==> config.mk <==
export PLATFORM = sky130hd
export DESIGN_NAME = hazard_stall_ctrl
export DESIGN_NICKNAME = d
export VERILOG_FILES = /design/src/rtl/hazard_stall_ctrl.sv
export SDC_FILE = /design/constraint.sdc
export NUM_CORES = 1
export LEC_CHECK = 0
export CELL_PAD_IN_SITES_DETAIL_PLACEMENT = 1
export CELL_PAD_IN_SITES_GLOBAL_PLACEMENT = 1
export CORE_MARGIN = 2
export CORE_UTILIZATION = 33
export DETAILED_ROUTE_END_ITERATION = 16
export PLACE_DENSITY_LB_ADDON = 0.25
export SYNTH_ARGS = -nofsm -noshare
export SYNTH_HDL_FRONTEND = slang
export SYNTH_SLANG_ARGS = --single-unit
==> constraint.sdc <==
create_clock -name clk -period 3 [get_ports clk]
set_clock_uncertainty 0.2 [all_clocks]
set_input_delay 0.6 -clock clk [delete_from_list [all_inputs] [get_ports clk]]
set_output_delay 0.6 -clock clk [all_outputs]
set_load 0.01 [all_outputs]
==> src/rtl/hazard_stall_ctrl.sv <==
// Hazard and sequencing controller for the 5-stage pipeline: PC/IF-ID write enables,
// IF/ID flush, ID/EX bubble, mult/div occupancy tracking and a saturating stall counter.
module hazard_stall_ctrl #(
  parameter int unsigned MD_LAT = 4,
  parameter int unsigned REG_W  = 5
) (
  input  logic             clk,
  input  logic             rst,
  input  logic [REG_W-1:0] id_rs,
  input  logic [REG_W-1:0] id_rt,
  input  logic             id_use_rs,
  input  logic             id_use_rt,
  input  logic [REG_W-1:0] ex_rd,
  input  logic             ex_memread,
  input  logic             id_md_start,
  input  logic             id_md_read,
  input  logic             ex_br_taken,
  input  logic             ext_stall,
  output logic             pc_wr,
  output logic             ir_wr,
  output logic             ifid_flush,
  output logic             idex_bubble,
  output logic             md_busy,
  output logic [15:0]      stall_cnt
);

  localparam logic [3:0] MD_LOAD = 4'(MD_LAT);

  // Which of the four mutually exclusive pipeline actions is taken this cycle.
  typedef enum logic [1:0] {
    SEL_FREEZE,
    SEL_FLUSH,
    SEL_STALL,
    SEL_RUN
  } sel_e;

  logic [3:0]  md_cnt_q, md_cnt_d;
  logic [15:0] stall_cnt_q, stall_cnt_d;

  logic lu;
  logic mdh;
  logic md_busy_int;
  sel_e sel;

  logic ctrl_pc_wr, ctrl_ir_wr, ctrl_flush, ctrl_bubble;

  assign md_busy_int = (md_cnt_q != 4'd0);

  // Hazard detection and action selection; priority order is freeze > flush > stall > run.
  always_comb begin
    // NOTE: every combinational output gets a default first so no path can infer a latch.
    lu  = 1'b0;
    mdh = 1'b0;
    sel = SEL_RUN;

    lu  = ex_memread && (ex_rd != '0) &&
          ((id_use_rs && (id_rs == ex_rd)) || (id_use_rt && (id_rt == ex_rd)));
    mdh = md_busy_int && (id_md_start || id_md_read);

    if (ext_stall)        sel = SEL_FREEZE;
    else if (ex_br_taken) sel = SEL_FLUSH;
    else if (lu || mdh)   sel = SEL_STALL;
    else                  sel = SEL_RUN;
  end

  always_comb begin
    ctrl_pc_wr  = 1'b0;
    ctrl_ir_wr  = 1'b0;
    ctrl_flush  = 1'b0;
    ctrl_bubble = 1'b0;
    unique case (sel)
      SEL_FREEZE: ;
      SEL_FLUSH: begin
        ctrl_pc_wr  = 1'b1;
        ctrl_ir_wr  = 1'b1;
        ctrl_flush  = 1'b1;
        ctrl_bubble = 1'b1;
      end
      SEL_STALL: ctrl_bubble = 1'b1;
      SEL_RUN: begin
        ctrl_pc_wr = 1'b1;
        ctrl_ir_wr = 1'b1;
      end
      default: ;
    endcase
  end

  // Controls are held inactive while reset is asserted, independent of the inputs.
  assign pc_wr       = rst && ctrl_pc_wr;
  assign ir_wr       = rst && ctrl_ir_wr;
  assign ifid_flush  = rst && ctrl_flush;
  assign idex_bubble = rst && ctrl_bubble;
  assign md_busy     = rst && md_busy_int;
  assign stall_cnt   = stall_cnt_q;

  // The mult/div unit only issues when the instruction actually leaves ID; it freezes with ext_stall.
  always_comb begin
    md_cnt_d = md_cnt_q;
    if (id_md_start && (sel == SEL_RUN))
      md_cnt_d = MD_LOAD;
    else if (!ext_stall && md_busy_int)
      md_cnt_d = md_cnt_q - 4'd1;
  end

  always_comb begin
    stall_cnt_d = stall_cnt_q;
    if (!ctrl_pc_wr && (stall_cnt_q != 16'hFFFF))
      stall_cnt_d = stall_cnt_q + 16'd1;
  end

  // NOTE: state flops use non-blocking assignments and clear asynchronously on reset low.
  always_ff @(posedge clk or negedge rst) begin
    if (!rst) begin
      md_cnt_q    <= 4'd0;
      stall_cnt_q <= 16'd0;
    end else begin
      md_cnt_q    <= md_cnt_d;
      stall_cnt_q <= stall_cnt_d;
    end
  end

endmodule

## Word level (Yosys, flattened, before mapping)

Cells that the tools add are included.

- Register bits: 20
- Input port bits: 24
- Word-level logic and storage cells: 40

- $add $sub $neg: 2
- Equality and inequality tests: 6
- Muxes and demuxes: 8
- Reductions and logical operators: 22

Operator list:

| kind | number |
|---|---|
| adder 16 x 1 -> 16 bit (second input constant) | 1 |
| inequality test 16 bit (second input constant) | 1 |
| logical AND 1 bit | 12 |
| == test 5 bit | 2 |
| two-way mux 4 bit | 2 |
| nonzero test 5 bit | 1 |
| == test 2 bit (second input constant) | 2 |
| two-way mux 1 bit | 4 |
| two-way mux 2 bit | 2 |
| nonzero test 4 bit | 1 |
| OR reduction 2 bit | 2 |
| subtractor 4 x 1 -> 4 bit (second input constant) | 1 |
| logical OR 1 bit | 3 |
| == test 2 x 1 -> 1 bit (second input constant) | 1 |
| zero test 1 bit | 2 |
| nonzero test 2 bit | 1 |

## Longest topological paths before layout

- Depth after elaboration: 13
- Mapped depth: 10
- Depth with buffers taken out: 9

## Worst setup path before layout

Ideal clock, no wire load.

- Path type: input to output
- Start point: input ex_rd[1]
- End point: output idex_bubble
- Arrival time: 2.215 ns
- Data required time: 2.200 ns
- Path slack: -0.015 ns
- Stages on the path: 8
- Path buffers: 1
- Path through: or4_1 nor2_1 nor3b_1 a211o_4 clkinv_2 buf_6 ha_1 nor2b_1

- Word-level cells in the longest chain between the ends: 12
- Elaborated cells on any way between the ends: 17

Ends and longest elaborated chain:

| element | line | text |
|---|---|---|
| start: declaration | 13 | `input logic [REG_W-1:0] ex_rd,` |
| == test 5 bit | 57 | `((id_use_rs && (id_rs == ex_rd)) \|\| (id_use_rt && (id_rt == ex_rd)));` |
| logical AND 1 bit | 57 |  |
| logical OR 1 bit | 57 |  |
| logical AND 1 bit * | 56 | `lu = ex_memread && (ex_rd != '0) &&` |
| logical OR 1 bit * | 62 | `else if (lu \|\| mdh) sel = SEL_STALL;` |
| two-way mux 1 bit * | 62 |  |
| two-way mux 2 bit * | 61 | `else if (ex_br_taken) sel = SEL_FLUSH;` |
| two-way mux 2 bit * | 60 | `if (ext_stall) sel = SEL_FREEZE;` |
| == test 2 bit / == test 2 x 1 -> 1 bit (equally long branches) | 71 | `unique case (sel)` |
| OR reduction 2 bit (no line) * | -- |  |
| two-way mux 1 bit * | 71 |  |
| logical AND 1 bit * | 92 | `assign idex_bubble = rst && ctrl_bubble;` |
| end: declaration | 22 | `output logic idex_bubble,` |

Every way passes the cells marked *; elsewhere a longest branch is shown, timed or not.

## Worst setup path after layout

- Start point: input ex_rd[3]
- End point: output idex_bubble

The elaborated chain is that of the path after synthesis.

==> qor.csv <==
stage;metric;value;unit
status;status;finished with violations;
status;violated_checks;setup timing;
sta;fin_crit;3.007;ns
global_routing;grt_max_degree;17;
worst_setup_path;slowest_delay;0.54;ns
final_layout;multi_input_comb_area;754.5;sq um
logic_synthesis;post_synth_instance_area;1245;sq um
job;cap_violations;0;
detailed_routing;vias_per_cell;4.875;
logic_synthesis;post-synth-top-area-cell;dfrtp_1;
logic_synthesis;synth-xor-area-share;0.1759;
logic_synthesis;syn_nets;152;
place;gp_routability_congestion;0.7742;
logic_synthesis;yosys_warnings;0;
final_layout;fillerInstances;433;
logic_synthesis;ys_seq_elements;20;
final_layout;sequential_cell_area;500.5;sq um
worst_setup_path;critical_path.startpoint_type;input pin;
worst_setup_path;timing.critical_path.to;idex_bubble;
sta;layout_worst_path_cycle_share;1.002;
place;buffer_ports.inserted;44;
logic_synthesis;ys_types;34;
worst_setup_path;arrival;2.21;ns
detailed_routing;route.final.wire_length;3424;um
final_layout;diodes;0;
global_routing;number_of_global_route_vias_before_repair;1258;
clock_tree;max-clock-path-buffers;2;
clock_tree;count_of_h_tree_levels_built_during_cts;1;
worst_setup_path;critical_path_peak_fanout;2;
sta;worst_rel_slew_slack;0.5997;
logic_synthesis;synth_enable_flop_cells;0;
final_layout;syn_to_final_growth;56.58;%
logic_synthesis;yosysMostFrequentCell;dfrtp_1;
floorplan;num_io_pins;45;
sta;max_freq;332.5;MHz
global_routing;first_pass_grt_wire_length;5616;um
detailed_routing;final_antenna_net_count;0;
worst_setup_path;timing.critical_path.to_type;output port;
worst_hold_path;min_path_type;register to register;
floorplan;die_height;65.42;um
detailed_routing;drt_iter0_markers;25;
clock_tree;cts_hold_buffers;0;
logic_synthesis;yosysSeqAreaShare;0.4020;
logic_synthesis;postSynth.topFlopCell;dfrtp_1;
global_routing;grt.overflow.total;0;
floorplan;die_w;65.42;um
logic_synthesis;synthTopCellsByArea;dfrtp_1, xnor2_1, xor2_1;
logic_synthesis;asyncSetResetFlopFracSynth;1.000;
worst_setup_path;crit-reg2reg-capture;stall_cnt[12];
worst_setup_path;critical_path_class;input pin to output port;
floorplan;fp.dieArea;4280;sq um
pwr;largest_voltage_drop_on_the_vdd_net;358.2;uV
sta;tns;-0.007247;ns
detailed_routing;routed-via-count;1131;
worst_setup_path;req_time_crit_path;2.20;ns
worst_setup_path;worst_reg2reg_path_startpoint;md_cnt_q[0];
clock_tree;cts.reportedPaths.clkPinSlew;0.07;ns
floorplan;placement_rows;22;
sta;tightestPinTransition;0.5960;ns
final_layout;final_nets;214;
logic_synthesis;synth-compound-area-share;0.05126;
sta;timing_max_transition_violations_final;0;
detailed_routing;remaining_drc_errors;0;
floorplan;core_region_area;3633;sq um
sta;final-hold-violation-count;0;
final_layout;finish.instance_area;1949;sq um
clock_tree;cts_tree;built;
worst_setup_path;critical_path.cell_chain;buf_6 -> or4_4 -> nor2_4 -> nor3b_2 -> a211o_4 -> clkinv_4 -> ha_4 -> nor2b_2 -> buf_2;
global_routing;grt_util_all_layers;0.1686;
final_layout;final_layout_size_suffix_gt1_frac;0.2446;
worst_setup_path;crit_path_start;ex_rd[3];
sta;grt_setup_unrepaired;true;
logic_synthesis;synthSimpleGateAreaFrac;0.2683;
logic_synthesis;postSynthCellCount;123;
logic_synthesis;dominant_combinational_cell_family_by_area_after_synthesis;simple AND/OR/NAND/NOR gates;
worst_setup_path;worst_r2r_path_depth;10;
clock_tree;cts.sinks;20;
pwr;p_per_area;635.4;nW/um^2
logic_synthesis;synth.mux.area_fraction;0.02412;
sta;setup_viol;1;
clock_tree;numCtsBuffers;3;
logic_synthesis;synth_largest_type_area_fraction;0.4020;
clock_tree;clk_latency;0.26;ns
detailed_routing;drt_pass1_iterations;4;
sta;layout_setup_ws;-0.007247;ns
detailed_routing;post_drt_wl_per_cell;14.76;um
global_routing;antenna_found_initial;0;
worst_setup_path;cp_slowest_cell;or4_4;
place;hpwlAfterDp;2698;um
logic_synthesis;post_synth_most_frequent_cells;dfrtp_1, xnor2_1, nand2_1, xor2_1, nor2_1;
floorplan;initial_core_util;0.3426;
logic_synthesis;syn_avg_cell_area;10.12;sq um
clock_tree;clock-root-buffer;clkbuf_8;
pwr;power.static_leakage;0.8597;nW
worst_setup_path;regToRegSetupSlack;0.57;ns
logic_synthesis;synth-adder-area-share;0.05025;
place;place_area;1842;sq um
-- worst max-delay path, delay by kind of cell --
family	cells	cell delay, ns
adder cells (fa/ha/maj)	1	0.18
AND/OR/NAND/NOR	4	0.80
buffers and inverters	3	0.28
AO/OA/AOI/OAI	1	0.35
-- logic make-up (layout without fill, tap and decap cells) --
kind of cell	Yosys count	count (layout)
compound gates	9	9
xor+xnor	25	25
fa+ha+maj	5	5
buf+inv	6	67
flops	20	20
mux	2	2
simple gates	56	56
-- state kept, by name (all words and copies together), names as in the netlist --
name and count:
stall_cnt 16, md_cnt_q 4
-- worst min path at each step --
stage,from,cells after the start,to,slack [ns]
after floorplan,rst,0,md_cnt_q[0],0.10
after global placement,stall_cnt[15],1,stall_cnt[15],0.28
after detailed placement,stall_cnt[15],1,stall_cnt[15],0.29
after CTS,stall_cnt[15],1,stall_cnt[15],0.31
after global routing,stall_cnt[6],1,stall_cnt[6],0.32
final,stall_cnt[15],1,stall_cnt[15],0.30
-- routing by layer --
metal  GRT usage  part of all wire  vias to the layer above
met3     0.01712             0.034                        4
met5           0                 0                        -
met2      0.3163              0.52                       26
met1      0.1994              0.43                      548
met4     0.05469             0.012                        0
li1            -                 -                      553
-- power by group --
group	internal (mW)	switching, mW	total (mW)
registers	0.361	0.106	0.467
clock network	0.178	0.0871	0.265
logic	0.287	0.220	0.507
-- cell usage in the layout (no fill, tap or decap), drive strengths merged, types with 2 or more instances in the layout --
master         synthesis  layout
clkdlybuf4s50          0      30
buf                    2      22
dfrtp                 20      20
xnor2                 14      14
nand2                 11      11
xor2                  11      11
nor2                   9       9
nand3                  7       7
nor3                   6       6
nand4                  5       5
dlymetal6s2s           0       5
ha                     5       5
a21oi                  4       4
nor4                   4       4
inv                    3       3
clkbuf                 0       3
nor4b                  3       3
or4                    2       2
and2                   2       2
mux2                   2       2
nor3b                  2       2
nor2b                  2       2
-- metrics by stage --
stage                     instances  hold WS (ns)    util  worst slack (ns)  total power [mW]
final                           232        0.3002  0.5365         -0.007247             1.239
after global routing            232        0.3239  0.5365          -0.07079             1.330
after CTS                       232        0.3063  0.5310          -0.02998             1.254
after detailed placement        228        0.2927  0.5069           -0.8286            0.9812
after global placement          228        0.2842  0.5069           -0.7677            0.9550
after floorplan                 123        0.1044       -           0.01760            0.7024
-- layout make-up --
| cell class | count | area share |
|---|---|---|
| multi-input combinational | 97 | 0.3870 |
| tap | 48 | 0.03081 |
| clock buffer | 3 | 0.02118 |
| timing repair buffer | 59 | 0.2786 |
| sequential | 20 | 0.2567 |
| inverter | 4 | 0.01027 |
| clock inverter | 1 | 0.01540 |
-- timing repair --
action,in CTS,in global routing
setup buffers,0,0
setup endpoints to repair,4,4
pin swaps,5,6
resized for setup,41,6
No activity file was read; power rests on OpenSTA's default activity.
